[src/rtl/uart_tx_fifo_if.sv]
// Producer/transmitter handshake bundle for uart_tx_fifo.
// The Overflow signal exists only when UART_FIFO_OVERFLOW_FLAG_EN is defined.
interface uart_tx_fifo_if #(
    parameter int DEPTH_LOG2 = 4,
    parameter int WIDTH      = 8
);
    logic                  WriteEnable;
    logic [WIDTH-1:0]      WriteData;
    logic                  Full;
    logic                  ReadEnable;
    logic [WIDTH-1:0]      DataOut;
    logic                  DataValid;
    logic                  Empty;
    logic [DEPTH_LOG2:0]   Count;
`ifdef UART_FIFO_OVERFLOW_FLAG_EN
    logic                  Overflow;
`endif

    modport master (
        output WriteEnable, WriteData, ReadEnable,
`ifdef UART_FIFO_OVERFLOW_FLAG_EN
        input  Overflow,
`endif
        input  Full, DataOut, DataValid, Empty, Count
    );

    modport slave (
        input  WriteEnable, WriteData, ReadEnable,
`ifdef UART_FIFO_OVERFLOW_FLAG_EN
        output Overflow,
`endif
        output Full, DataOut, DataValid, Empty, Count
    );
endinterface

[src/rtl/uart_tx_fifo.sv]
// Byte FIFO feeding the UART transmitter: single-cycle writes, one-outstanding registered reads.
// Optional sticky dropped-write flag enabled by defining UART_FIFO_OVERFLOW_FLAG_EN.
module uart_tx_fifo #(
    parameter int DEPTH_LOG2 = 4,
    parameter int WIDTH      = 8
) (
    input logic           Clk,
    input logic           Reset,
    uart_tx_fifo_if.slave bus
);
    localparam int DEPTH = 1 << DEPTH_LOG2;
    localparam logic [DEPTH_LOG2:0]   FULL_COUNT = {1'b1, {DEPTH_LOG2{1'b0}}};
    localparam logic [DEPTH_LOG2:0]   CNT_ONE    = {{DEPTH_LOG2{1'b0}}, 1'b1};
    localparam logic [DEPTH_LOG2-1:0] PTR_ONE    = {{(DEPTH_LOG2-1){1'b0}}, 1'b1};

    logic [WIDTH-1:0]      mem_r [DEPTH];
    logic [DEPTH_LOG2-1:0] wr_ptr_r;
    logic [DEPTH_LOG2-1:0] rd_ptr_r;
    logic [DEPTH_LOG2:0]   count_r;
    logic [DEPTH_LOG2:0]   count_next_s;
    logic                  full_r;
    logic                  empty_r;
    logic                  valid_r;
    logic [WIDTH-1:0]      data_out_r;
    logic                  wr_accept_s;
    logic                  rd_accept_s;

    // Full/Empty are pre-edge registered values, so a full FIFO drops a same-cycle write
    // and an empty FIFO never falls a fresh write through to the reader.
    assign wr_accept_s = bus.WriteEnable & ~full_r;
    assign rd_accept_s = bus.ReadEnable & ~empty_r & ~valid_r;

    // Next occupancy from the accepted write/read pair.
    always_comb begin
        count_next_s = count_r;
        case ({wr_accept_s, rd_accept_s})
            2'b10:   count_next_s = count_r + CNT_ONE;
            2'b01:   count_next_s = count_r - CNT_ONE;
            default: count_next_s = count_r;
        endcase
    end

    // Storage array; contents deliberately survive reset.
    always_ff @(posedge Clk) begin
        if (wr_accept_s) begin
            mem_r[wr_ptr_r] <= bus.WriteData;
        end
    end

    // Pointers, occupancy, flags and the registered read port.
    always_ff @(posedge Clk or negedge Reset) begin
        if (!Reset) begin
            wr_ptr_r   <= {DEPTH_LOG2{1'b0}};
            rd_ptr_r   <= {DEPTH_LOG2{1'b0}};
            count_r    <= {(DEPTH_LOG2+1){1'b0}};
            full_r     <= 1'b0;
            empty_r    <= 1'b1;
            valid_r    <= 1'b0;
            data_out_r <= {WIDTH{1'b0}};
        end else begin
            if (wr_accept_s) begin
                wr_ptr_r <= wr_ptr_r + PTR_ONE;
            end
            if (rd_accept_s) begin
                rd_ptr_r   <= rd_ptr_r + PTR_ONE;
                data_out_r <= mem_r[rd_ptr_r];
            end
            valid_r <= rd_accept_s;
            count_r <= count_next_s;
            full_r  <= (count_next_s == FULL_COUNT);
            empty_r <= (count_next_s == {(DEPTH_LOG2+1){1'b0}});
        end
    end

`ifdef UART_FIFO_OVERFLOW_FLAG_EN
    logic overflow_r;

    // Sticky record of any write attempted while full; only reset clears it.
    always_ff @(posedge Clk or negedge Reset) begin
        if (!Reset) begin
            overflow_r <= 1'b0;
        end else begin
            overflow_r <= overflow_r | (bus.WriteEnable & full_r);
        end
    end

    assign bus.Overflow = overflow_r;
`endif

    assign bus.Full      = full_r;
    assign bus.Empty     = empty_r;
    assign bus.Count     = count_r;
    assign bus.DataValid = valid_r;
    assign bus.DataOut   = data_out_r;
endmodule

[src/flat_wrapper.sv]
// flat-port wrapper written by rule: the top's interface ports become plain ports
module uart_tx_fifo_flat 
#(
    parameter int DEPTH_LOG2 = 4,
    parameter int WIDTH      = 8
)
  (Clk, Reset, bus_WriteEnable, bus_WriteData, bus_ReadEnable, bus_Full, bus_DataOut, bus_DataValid, bus_Empty, bus_Count);
  uart_tx_fifo_if #(.DEPTH_LOG2(DEPTH_LOG2), .WIDTH(WIDTH)) bus_i ();
  input logic Clk;
  input logic Reset;
  input wire logic [$bits(bus_i.WriteEnable)-1:0] bus_WriteEnable;
  input wire logic [$bits(bus_i.WriteData)-1:0] bus_WriteData;
  input wire logic [$bits(bus_i.ReadEnable)-1:0] bus_ReadEnable;
  output wire logic [$bits(bus_i.Full)-1:0] bus_Full;
  output wire logic [$bits(bus_i.DataOut)-1:0] bus_DataOut;
  output wire logic [$bits(bus_i.DataValid)-1:0] bus_DataValid;
  output wire logic [$bits(bus_i.Empty)-1:0] bus_Empty;
  output wire logic [$bits(bus_i.Count)-1:0] bus_Count;
  assign bus_i.WriteEnable = bus_WriteEnable;
  assign bus_i.WriteData = bus_WriteData;
  assign bus_i.ReadEnable = bus_ReadEnable;
  assign bus_Full = bus_i.Full;
  assign bus_DataOut = bus_i.DataOut;
  assign bus_DataValid = bus_i.DataValid;
  assign bus_Empty = bus_i.Empty;
  assign bus_Count = bus_i.Count;
  uart_tx_fifo #(.DEPTH_LOG2(DEPTH_LOG2), .WIDTH(WIDTH)) u_core (.Clk(Clk), .Reset(Reset), .bus(bus_i));
endmodule
[config.mk]
export PLATFORM = sky130hd
export DESIGN_NAME = uart_tx_fifo_flat
export DESIGN_NICKNAME = d
export VERILOG_FILES = /design/src/rtl/uart_tx_fifo_if.sv /design/src/rtl/uart_tx_fifo.sv /design/src/flat_wrapper.sv
export SDC_FILE = /design/constraint.sdc
export NUM_CORES = 1
export LEC_CHECK = 0
export ABC_AREA = 1
export BUFFER_PORTS_ARGS = -buffer_cell sky130_fd_sc_hd__buf_2
export CORE_UTILIZATION = 45
export CTS_BUF_LIST = sky130_fd_sc_hd__clkbuf_16
export CTS_CLUSTER_DIAMETER = 50
export DETAILED_ROUTE_END_ITERATION = 16
export HOLD_SLACK_MARGIN = 0.06
export SKIP_LAST_GASP = 1
export SYNTH_ARGS = -nofsm -noshare
export SYNTH_HDL_FRONTEND = slang
export SYNTH_SLANG_ARGS = --single-unit
[constraint.sdc]
create_clock -name Clk -period 2.85 [get_ports Clk]
set_input_delay 0.57 -clock Clk [delete_from_list [all_inputs] [get_ports Clk]]
set_output_delay 0.57 -clock Clk [all_outputs]
set_load 0.03 [all_outputs]
==> impl_metrics.env <==
export IMPL_hold_buffers=0
export IMPL_ys_flop_type="edfxtp_1"
export IMPL_synth_area_leader_cell="edfxtp_1"
export IMPL_cpMaxStageDelayCell="dfstp_2"
export IMPL_die_h_um=120.4
export IMPL_postLayoutCoreUtil=0.5376
export IMPL_worstPathRequired_ns=3.20
export IMPL_cts_tree="built"
export IMPL_stdcell_count=740
export IMPL_clock_latency_ns=0.42
export IMPL_pwr_share_comb=0.357
export IMPL_setup_tns_ns=0
export IMPL_critPathMostFrequentCell="nand2_1"
export IMPL_synth_top_area_frac=0.6095
export IMPL_fillers=1159
export IMPL_critPathCaptureType="flop"
export IMPL_grt_usage=0.2080
export IMPL_yosys_top_cells_area="edfxtp_1 (61%), dfrtp_1 (9.1%), nor2_1 (4.9%)"
export IMPL_antenna_found_initial=0
export IMPL_ctsLongestPathBuffers=2
export IMPL_async_flop_share=0.1579
export IMPL_worstMarginPinSlew_ns=0.7291
export IMPL_antenna_left=0
export IMPL_fin_area_mm2=0.007232
export IMPL_drc_errors=0
export IMPL_synth_edf_count=128
export IMPL_cts_root_buf="clkbuf_16"
export IMPL_syn_area_per_cell_um2=12.44
export IMPL_pwr_share_seq=0.387
export IMPL_worst_slew_margin_rel=0.5134
export IMPL_yosys_warnings=0
export IMPL_post_cts_buffers=0
export IMPL_io_pins=28
export IMPL_synth_nets=526
export IMPL_p_int_mw=4.797
export IMPL_grt_pass1_wl_um=22000
export IMPL_finClkSkew_ns=0.006109
export IMPL_dpl_cell_count=708
export IMPL_place_gp_congestion=0.8007
export IMPL_netlist_instances=507
export IMPL_drive_gt1_frac=0.1578
export IMPL_placed_area_mm2=0.006719
export IMPL_startpoint_type="flop"
export IMPL_fin_crit_ns=2.002
export IMPL_fmax_mhz=499.5
export IMPL_finalSetupViolCount=0
export IMPL_clkPwrFrac=0.256
export IMPL_slowest_delay_ns=0.55
export IMPL_clock_sinks=152
export IMPL_wl_per_cell_um=18.53
export IMPL_first_pass_iters=5
export IMPL_portBuffers=27
export IMPL_multi_input_area_mm2=0.001588
export IMPL_cts_htree_levels=4
export IMPL_synth_seq_area_share=0.7050
export IMPL_cts_resized=0
export IMPL_crit_path_cell_trace="nor2_4, nand2_1, inv_1, ha_1, inv_2, nand2_1, o21ai_0, or2_1, nor2_1, nand3_1, nor2_2"
export IMPL_synth_distinct_cells=31
export IMPL_path_class="reg -> reg"
export IMPL_hold_viol=0
export IMPL_maxCapViolCount=0
export IMPL_hp_class="in -> async"
export IMPL_synth_seq_cells=152
export IMPL_critPathMaxFanout=6
export IMPL_rows=42
export IMPL_grt_pass1_vias=4093
export IMPL_vdd_drop_max_mv=0.5327
export IMPL_vias_per_cell=5.488
export IMPL_slew_viol_final=0
export IMPL_switching_power_mw=2.821
export IMPL_grt_max_degree=46
export IMPL_path_clk_slew_ns=0.06
export IMPL_die_area_mm2=0.01449
export IMPL_period_share=0.7024
export IMPL_die_w_um=120.4
export IMPL_dp_hpwl_um=8517
export IMPL_antenna_cells=0
export IMPL_wl_um=13720
export IMPL_overflow=0
export IMPL_power_density_mw_per_mm2=1053
export IMPL_start_util=0.4688
export IMPL_rsz0062_at_grt="false"
export IMPL_via_count=4061
export IMPL_seqCellArea_mm2=0.004447
export IMPL_cts_buffers=17
export IMPL_areaGrowthSynthToFinish_pct=14.68
export IMPL_detail_route_iter0_violations=346
export IMPL_p_leak_nw=2.661
export IMPL_cp_arrival_ns=2.35
export IMPL_core_area_mm2=0.01345
export IMPL_switching_share=0.3703
export IMPL_nNetsFinal=570
export IMPL_status="complete, no violations"
export IMPL_syn_area_mm2=0.006306
==> final cells by class <==
| cell class | instances | area share |
|---|---|---|
| Clock buffer | 17 | 0.05882 |
| Clock inverter | 15 | 0.01211 |
| Inverter | 33 | 0.01713 |
| Multi-Input combinational cell | 296 | 0.2195 |
| Sequential cell | 152 | 0.6149 |
| Tap cell | 176 | 0.03045 |
| Timing Repair Buffer | 51 | 0.04706 |
==> flip-flops by register name, summed over array words and instances, names as in the netlist <==
| name | cells |
|---|---|
| u_core.bus.Count | 5 |
| u_core.bus.DataOut | 8 |
| u_core.bus.DataValid | 1 |
| u_core.bus.Empty | 1 |
| u_core.bus.Full | 1 |
| u_core.mem_r | 128 |
| u_core.rd_ptr_r | 4 |
| u_core.wr_ptr_r | 4 |
==> stage by stage <==
step                setup WS, ns  total power, mW  hold WS (ns)
floorplan                 0.8920            4.922        0.2744
global placement          0.6622            5.684        0.4706
detailed placement        0.6464            5.731        0.4786
CTS                       0.8343            7.681        0.1609
global route              0.7078            8.070        0.1924
finish                    0.8480            7.618        0.1446
==> cell families (layout without fill, tap and decap cells) <==
logic type | count (synthesis) | in the layout | share of synthesized area
simple gates | 158 | 158 | 0.1123
xor+xnor | 8 | 8 | 0.01230
flops | 152 | 152 | 0.7050
buf+inv | 59 | 116 | 0.04325
fa+ha+maj | 7 | 7 | 0.01389
compound gates | 123 | 123 | 0.1133
==> metal layers <==
metal  global-route usage  share of wire  vias to the layer above
li1                     -              -                     1917
met1               0.2748           0.45                     1994
met2               0.3279           0.48                      116
met3              0.03679          0.043                       34
met4               0.1127          0.033                        0
met5                    0              0                        -
==> Yosys cell counts, types with 2 or more instances <==
cell type    n
o21ai_1     17
nand3_1     26
buf_2       17
nor2_1      83
o21a_1       8
clkbuf_1     3
o22ai_1      7
edfxtp_1   128
o221ai_1    18
nand2_1     33
buf_6        4
a21oi_1     14
inv_2        4
nand2_2      3
buf_1        2
nor2_4       2
nand4_1      4
nand2_4      3
inv_1       29
o21ai_0     58
ha_1         7
xor2_1       6
dfrtp_1     23
==> power by group through the flow <==
stage               Clock (mW)  Sequential, mW  Combinational, mW
floorplan                    0            3.17               1.75
global placement             0            2.98               2.70
global route              2.06            2.98               3.03
CTS                       1.98            2.95               2.75
finish                    1.95            2.95               2.72
detailed placement           0            2.99               2.74
==> placed cells by master (no fill, tap or decap), types with 7 or more instances in the layout <==
cell       Yosys  final
buf_2         17     27
o21ai_1       17     17
nor2_1        83     83
buf_4          0     22
inv_1         29     37
o22ai_1        7      7
clkbuf_16      0     17
o221ai_1      18     18
nand3_1       26     26
dfrtp_1       23     22
edfxtp_1     128    128
a21oi_1       14     14
ha_1           7      7
o21ai_0       58     58
o21a_1         8      8
nand2_1       33     33
==> worst max-delay path: cells and delay by family, from the launching register on <==
family | cells | cell delay (ns)
fa+ha+maj | 1 | 0.35
simple gates | 7 | 0.80
flops | 1 | 0.55
compound gates | 1 | 0.09
buf+inv | 2 | 0.14
==> worst paths after layout <==
check                                                       start                           endpoint  slack, ns  cells after the start
min in group Clk                                  bus_WriteEnable     u_core.wr_ptr_r[0]$_DFFE_PN0P_       0.48                      3
worst max-delay path                   u_core.bus.Empty$_DFF_PN1_          u_core.bus.Full$_DFF_PN0_       0.85                     11
worst min register to register  u_core.bus.DataOut[2]$_DFFE_PN0P_  u_core.bus.DataOut[2]$_DFFE_PN0P_       0.49                      1
max in group asynchronous                                   Reset     u_core.rd_ptr_r[0]$_DFFE_PN0P_       2.29                      1
worst max register to register         u_core.bus.Empty$_DFF_PN1_          u_core.bus.Full$_DFF_PN0_       0.85                     11
worst min-delay path                                        Reset      u_core.bus.Count[3]$_DFF_PN0_       0.14                      1
Note: power is estimated with default switching activity, not from simulation.
